<file path="config.mk">
export PLATFORM = sky130hd
export DESIGN_NAME = xgmii_rx_deframer
export DESIGN_NICKNAME = d
export VERILOG_FILES = /design/src/rtl/xgmii_rx_deframer.sv
export SDC_FILE = /design/constraint.sdc
export NUM_CORES = 1
export LEC_CHECK = 0
export ABC_AREA = 1
export BUFFER_PORTS_ARGS = -buffer_cell sky130_fd_sc_hd__buf_2
export CORE_AREA = 5 5 112 114
export CTS_BUF_LIST = sky130_fd_sc_hd__clkbuf_16
export DETAILED_ROUTE_END_ITERATION = 6
export DIE_AREA = 0 0 117 119
export GPL_ROUTABILITY_DRIVEN = 0
export PLACE_DENSITY = 0.82
export REMOVE_ABC_BUFFERS = 1
export SLEW_MARGIN = 0
export SYNTH_ARGS = -nofsm -noshare
export SYNTH_HDL_FRONTEND = slang
export SYNTH_SLANG_ARGS = --single-unit
</file>
<file path="constraint.sdc">
create_clock -name clk -period 5.2 [get_ports clk]
set_input_delay 0 -clock clk [delete_from_list [all_inputs] [get_ports clk]]
set_output_delay 0 -clock clk [all_outputs]
set_load 0.03 [all_outputs]
</file>
<file path="src/rtl/xgmii_rx_deframer.sv">
// rtl/xgmii_rx_deframer.sv - 64-bit XGMII receive deframer to an AXI-Stream master without backpressure
// Define XGMII_RX_FCS_CHECK_EN to add a CRC-32 FCS check to the frame status.
module xgmii_rx_deframer #(
  parameter int DATA_WIDTH = 64,
  parameter int CTRL_WIDTH = DATA_WIDTH / 8
) (
  input  logic                  clk,
  input  logic                  rst,
  input  logic [DATA_WIDTH-1:0] xgmii_rxd,
  input  logic [CTRL_WIDTH-1:0] xgmii_rxc,
  output logic [DATA_WIDTH-1:0] m_axis_tdata,
  output logic [CTRL_WIDTH-1:0] m_axis_tkeep,
  output logic                  m_axis_tvalid,
  output logic                  m_axis_tlast,
  output logic                  m_axis_tuser,
  output logic                  rx_good_frame,
  output logic                  rx_bad_frame
);
  localparam int NW = $clog2(CTRL_WIDTH + 1);
  localparam logic [7:0]  CH_START  = 8'hFB;
  localparam logic [7:0]  CH_TERM   = 8'hFD;
  localparam logic [15:0] MIN_FRAME = 16'd64;

  typedef enum logic {IDLE, PAYLOAD} state_t;
  state_t state_q, state_d;

  logic [DATA_WIDTH-1:0] skid_data_q, skid_data_d, tdata_q, tdata_d;
  logic [CTRL_WIDTH-1:0] skid_keep_q, skid_keep_d, tkeep_q, tkeep_d, word_keep;
  logic                  skid_vld_q, skid_vld_d, err_q, err_d;
  logic                  tvalid_q, tvalid_d, tlast_q, tlast_d, tuser_q, tuser_d;
  logic                  good_q, good_d, bad_q, bad_d;
  logic [15:0]           cnt_q, cnt_d, cnt_sum;
  logic [16:0]           cnt_wide;
  logic                  is_start, s_lane0, term_found, ctrl_err, frame_bad, end_bad;
  logic                  frame_start, accept;
  logic [NW-1:0]         n_bytes;

  // n_bytes is the number of payload lanes in this word: the lane of the first /T/, else all.
  always_comb begin
    s_lane0  = xgmii_rxc[0] && (xgmii_rxd[7:0] == CH_START);
    is_start = s_lane0 && (xgmii_rxc[CTRL_WIDTH-1:1] == '0) &&
               (xgmii_rxd[DATA_WIDTH-1 -: 8] == 8'hD5);
    for (int i = 1; i < CTRL_WIDTH - 1; i++)
      if (xgmii_rxd[8*i +: 8] != 8'h55) is_start = 1'b0;
    term_found = 1'b0;
    n_bytes    = NW'(CTRL_WIDTH);
    for (int i = CTRL_WIDTH - 1; i >= 0; i--)
      if (xgmii_rxc[i] && (xgmii_rxd[8*i +: 8] == CH_TERM)) begin
        term_found = 1'b1;
        n_bytes    = NW'(i);
      end
    ctrl_err  = 1'b0;
    word_keep = '0;
    for (int i = 0; i < CTRL_WIDTH; i++)
      if (NW'(i) < n_bytes) begin
        word_keep[i] = 1'b1;
        ctrl_err     = ctrl_err | xgmii_rxc[i];
      end
  end

  assign cnt_wide = {1'b0, cnt_q} + 17'(n_bytes);
  assign cnt_sum  = cnt_wide[16] ? 16'hFFFF : cnt_wide[15:0];

`ifdef XGMII_RX_FCS_CHECK_EN
  localparam logic [31:0] CRC_INIT    = 32'hFFFFFFFF;
  localparam logic [31:0] CRC_RESIDUE = 32'hC704DD7B;
  logic [31:0] crc_q, crc_d, crc_word;

  function automatic logic [31:0] crc32_byte(input logic [31:0] c, input logic [7:0] b);
    logic [31:0] r;
    r = c ^ {24'h0, b};
    for (int k = 0; k < 8; k++) r = r[0] ? ((r >> 1) ^ 32'hEDB88320) : (r >> 1);
    return r;
  endfunction

  // The register is LSB-first; the residue constant is written MSB-first.
  function automatic logic [31:0] rev32(input logic [31:0] v);
    logic [31:0] r;
    r = '0;
    for (int k = 0; k < 32; k++) r[k] = v[31-k];
    return r;
  endfunction

  always_comb begin
    crc_word = crc_q;
    for (int i = 0; i < CTRL_WIDTH; i++)
      if (word_keep[i]) crc_word = crc32_byte(crc_word, xgmii_rxd[8*i +: 8]);
    crc_d = frame_start ? CRC_INIT : (accept ? crc_word : crc_q);
  end

  always_ff @(posedge clk) begin
    if (rst) crc_q <= CRC_INIT;
    else     crc_q <= crc_d;
  end

  assign frame_bad = err_q || (cnt_q < MIN_FRAME) || (rev32(crc_q) != CRC_RESIDUE);
`else
  assign frame_bad = err_q || (cnt_q < MIN_FRAME);
`endif

  always_ff @(posedge clk) begin
    if (rst) state_q <= IDLE;
    else     state_q <= state_d;
  end

  always_comb begin
    state_d = state_q;
    case (state_q)
      IDLE:    if (is_start) state_d = PAYLOAD;
      PAYLOAD: if (!s_lane0 && term_found) state_d = IDLE;
      default: state_d = IDLE;
    endcase
  end

  // A word with /T/ in lane k>=1 stays in the skid and is flushed as tlast from IDLE.
  always_comb begin
    tdata_d     = '0;
    tkeep_d     = '0;
    tvalid_d    = 1'b0;
    tlast_d     = 1'b0;
    tuser_d     = 1'b0;
    good_d      = 1'b0;
    bad_d       = 1'b0;
    end_bad     = 1'b0;
    skid_data_d = skid_data_q;
    skid_keep_d = skid_keep_q;
    skid_vld_d  = skid_vld_q;
    frame_start = 1'b0;
    accept      = 1'b0;
    case (state_q)
      IDLE: begin
        if (skid_vld_q) begin
          tvalid_d = 1'b1;
          tdata_d  = skid_data_q;
          tkeep_d  = skid_keep_q;
          tlast_d  = 1'b1;
          tuser_d  = frame_bad;
          good_d   = !frame_bad;
          bad_d    = frame_bad;
        end
        skid_vld_d  = 1'b0;
        frame_start = is_start;
      end
      PAYLOAD: begin
        if (s_lane0 || (term_found && (n_bytes == '0))) begin
          end_bad = s_lane0 || frame_bad;
          if (skid_vld_q) begin
            tvalid_d = 1'b1;
            tdata_d  = skid_data_q;
            tkeep_d  = skid_keep_q;
            tlast_d  = 1'b1;
            tuser_d  = end_bad;
          end
          good_d      = !end_bad;
          bad_d       = end_bad;
          skid_vld_d  = 1'b0;
          frame_start = s_lane0;
        end else begin
          if (skid_vld_q) begin
            tvalid_d = 1'b1;
            tdata_d  = skid_data_q;
            tkeep_d  = skid_keep_q;
          end
          skid_data_d = xgmii_rxd;
          skid_keep_d = word_keep;
          skid_vld_d  = 1'b1;
          accept      = 1'b1;
        end
      end
      default: ;
    endcase
  end

  always_comb begin
    err_d = err_q;
    cnt_d = cnt_q;
    if (frame_start) begin
      err_d = 1'b0;
      cnt_d = '0;
    end else if (accept) begin
      err_d = err_q | ctrl_err;
      cnt_d = cnt_sum;
    end
  end

  always_ff @(posedge clk) begin
    if (rst) begin
      skid_data_q <= '0;
      skid_keep_q <= '0;
      skid_vld_q  <= 1'b0;
      err_q       <= 1'b0;
      cnt_q       <= '0;
      tdata_q     <= '0;
      tkeep_q     <= '0;
      tvalid_q    <= 1'b0;
      tlast_q     <= 1'b0;
      tuser_q     <= 1'b0;
      good_q      <= 1'b0;
      bad_q       <= 1'b0;
    end else begin
      skid_data_q <= skid_data_d;
      skid_keep_q <= skid_keep_d;
      skid_vld_q  <= skid_vld_d;
      err_q       <= err_d;
      cnt_q       <= cnt_d;
      tdata_q     <= tdata_d;
      tkeep_q     <= tkeep_d;
      tvalid_q    <= tvalid_d;
      tlast_q     <= tlast_d;
      tuser_q     <= tuser_d;
      good_q      <= good_d;
      bad_q       <= bad_d;
    end
  end

  assign m_axis_tdata  = tdata_q;
  assign m_axis_tkeep  = tkeep_q;
  assign m_axis_tvalid = tvalid_q;
  assign m_axis_tlast  = tlast_q;
  assign m_axis_tuser  = tuser_q;
  assign rx_good_frame = good_q;
  assign rx_bad_frame  = bad_q;
endmodule

</file>
==> qor.csv <==
stage,metric,value,unit
outcome,outcome,finished clean,
cells_and_area,layout_common_cells,"dfxtp_1, buf_2, inv_1",
die,die_h,119,microns
route,drc,0,
yosys,synth.top_cell.area_share,53.3,%
critical_path,cp-start-kind,primary input,
critical_path,critical_path.max_fanout,7,
timing,fin_skew,6.52,ps
timing,rsz0062_at_grt,no,
placed_design,dp_slack,2470,ps
timing,finalSetupTns,0,ps
clock_network,cts_buffers,17,
placed_design,dp_hpwl,10600,microns
route,final_antenna_net_count,0,
job,cap_violations,0,
die,dieWidth,117,microns
clock_network,clk_path_buf_depth,2,
clock_network,path_clk_slew,60,ps
timing,finalHoldViolCount,0,
worst_hold_path,hold_class,primary input to flop,
global_route,grt_pass1_vias,5577,
timing,maxSlewViolCount,0,
yosys,avgSynthCellArea,8.17,sq um
yosys,synthCells,772,
critical_path,crit_type,primary input to flop,
timing,relSlewSlack,33.8,%
critical_path,regToRegSetupSlack,3040,ps
clock_network,cts_tree,built,
timing,fmax,350,MHz
critical_path,crit_slowest_cell,dlygate4sd3_1,
yosys,yosys_warnings,0,
clock_network,cts-root-buf,clkbuf_16,
clock_network,cts.sinks,168,
timing,final_critical_path_setup_slack,2350,ps
die,start_util,55.7,%
route,dr.first_iter.drc_count,546,
die,die-area,13900,sq um
pwr,powerDensity,306,nW/um^2
critical_path,worstSetupEndpointType,flop,
timing,fin_crit_sh,54.9,%
critical_path,crit_chain,dlygate4sd3_1 > buf_2 > nand2_1 > nor2_1 > nand2_1 > nand2_1 > nand2_1 > nand2_1 > nand2_1 > nand2_1 > nand2_1 > nand2_1 > inv_1 > ha_1 > fa_1 > a31oi_1 > nor2_1 > nand2_2 > nor2_8 > nand3_2 > inv_2 > nor3_1 > nor2_1,
global_route,grt_pass1_wl,26600,microns
cells_and_area,final_common_cell,dfxtp_1,
pwr,irDropWorstVdd,0.000281,V
clock_network,cts_resized,0,
yosys,ys_types,47,
placed_design,io_buffers,150,
die,io-pin-count,151,
critical_path,crit_arrival,3160,ps
route,wire_per_inst,15.1,microns
yosys,synth-seq-cells,168,
global_route,gr-total-overflow,0,
yosys,synth-seq-area-share,53.3,%
clock_network,clk_latency,420,ps
pwr,p_leak,3.59,nW
cells_and_area,fin_nets,1054,
timing,worst-slew-pin-transition,994,ps
global_route,antenna_found_initial,2,
timing,period_minus_slack,2850,ps
yosys,synth_area,6310,sq um
clock_network,cts-htree-levels,4,
die,core_area,11300,sq um
yosys,synth_area_leaders,"dfxtp_1, inv_1, a21oi_1",
route,drt-total-wl,17100,microns
route,vias_per_cell,5.13,
critical_path,max_stage_delay,540,ps
timing,setup_violations,0,
global_route,grtUsageTotal,24.4,%
cells_and_area,syn2layout_area_growth,30.7,%
cells_and_area,drive_gt1_share,21.3,%
route,vias,5816,
critical_path,cp_common_cell,nand2_1,
global_route,grt_max_degree,94,
yosys,synth_area_leader_cell,dfxtp_1,
die,rows,39,
route,firstDrtPassIters,7,
critical_path,crit_required,5510,ps
## layer usage
layer / vias to the layer above / part of all wire, % / GRT usage [%]
met5: - / 0.041 / 0
met4: 2 / 4.1 / 12.5
met3: 60 / 6.2 / 6.14
met2: 231 / 50 / 41.5
met1: 2635 / 40 / 27.9
li1: 2888 / - / -
## logic make-up after synthesis
family                   Yosys count  share of synthesized area, %
buffers and inverters            158                          10.3
XOR/XNOR                           6                         0.833
AND/OR/NAND/NOR                  262                          19.7
adder cells (fa/ha/maj)            5                          1.11
AO/OA/AOI/OAI                    173                          14.8
flip-flops                       168                          53.3
## final timing paths
check                                startpoint               end  depth (start not counted)
worst min register to register  skid_data_q[10]  m_axis_tdata[10]                          2
worst max register to register          state_q   skid_data_q[56]                          4
worst max-delay path              xgmii_rxd[52]          cnt_q[5]                         23
worst min-delay path               xgmii_rxc[0]     rx_good_frame                          4
## synth_stat cells, drive strengths merged
master,number
o31ai,3
o32ai,1
a21oi,85
o21bai,2
inv,125
a41oi,1
nor3,17
or2,3
a211oi,1
dfxtp,168
a21o,1
xnor2,2
ha,4
nor2,118
o22ai,4
nand3b,3
xor2,4
o21a,1
buf,15
clkbuf,18
nand4,18
fa,1
o21ai,71
o211a,1
nor4,9
a31oi,2
nand2,72
nand3,22
## cell type report
class	instances	area (sq um)
sequential	168	3360
fill	844	3080
multi-input combinational	446	2300
timing repair buffer	217	1420
inverter	125	469
clock buffer	17	425
tap	143	179
clock inverter	15	88.8
antenna	2	5.00
## state kept, by name (all words and copies together), names as in the netlist
signal         count
skid_data_q       64
skid_vld_q         1
err_q              1
m_axis_tlast       1
cnt_q             16
m_axis_tkeep       8
state_q            1
m_axis_tdata      64
rx_bad_frame       1
rx_good_frame      1
m_axis_tvalid      1
m_axis_tuser       1
skid_keep_q        8
## what timing repair did
action	CTS	global route
hold buffers	65	0
hold endpoints to repair	69	0
setup buffers	0	0
## worst max-delay path: cells and delay by family
kind,cells,cell delay (ps)
AND/OR/NAND/NOR,16,1560
AO/OA/AOI/OAI,1,200
buffers and inverters,4,770
adder cells (fa/ha/maj),2,620
## metrics by stage
stage / util, % / cell area [sq um] / cells / total power [W] / hold slack (ps)
2_1_floorplan: - / 6130 / 739 / 0.00135 / 69.1
3_3_place_gp: 62.5 / 7070 / 1034 / 0.00141 / 294
3_5_place_dp: 62.5 / 7070 / 1034 / 0.00141 / 301
4_1_cts: 72.8 / 8240 / 1131 / 0.00253 / 29.5
5_1_grt: 72.8 / 8240 / 1132 / 0.00262 / 63.7
6_report: 72.8 / 8240 / 1133 / 0.00253 / 42.5
## where the power goes
part | switching [W] | internal, W | leakage [nW]
Clock | 0.000502 | 0.000602 | 0.264
Combinational | 0.0000684 | 0.0000666 | 1.98
Sequential | 0.000000000000000000470 | 0.00129 | 1.35
Total | 0.000570 | 0.00195 | 3.59
(Power assumes the default switching activity.)
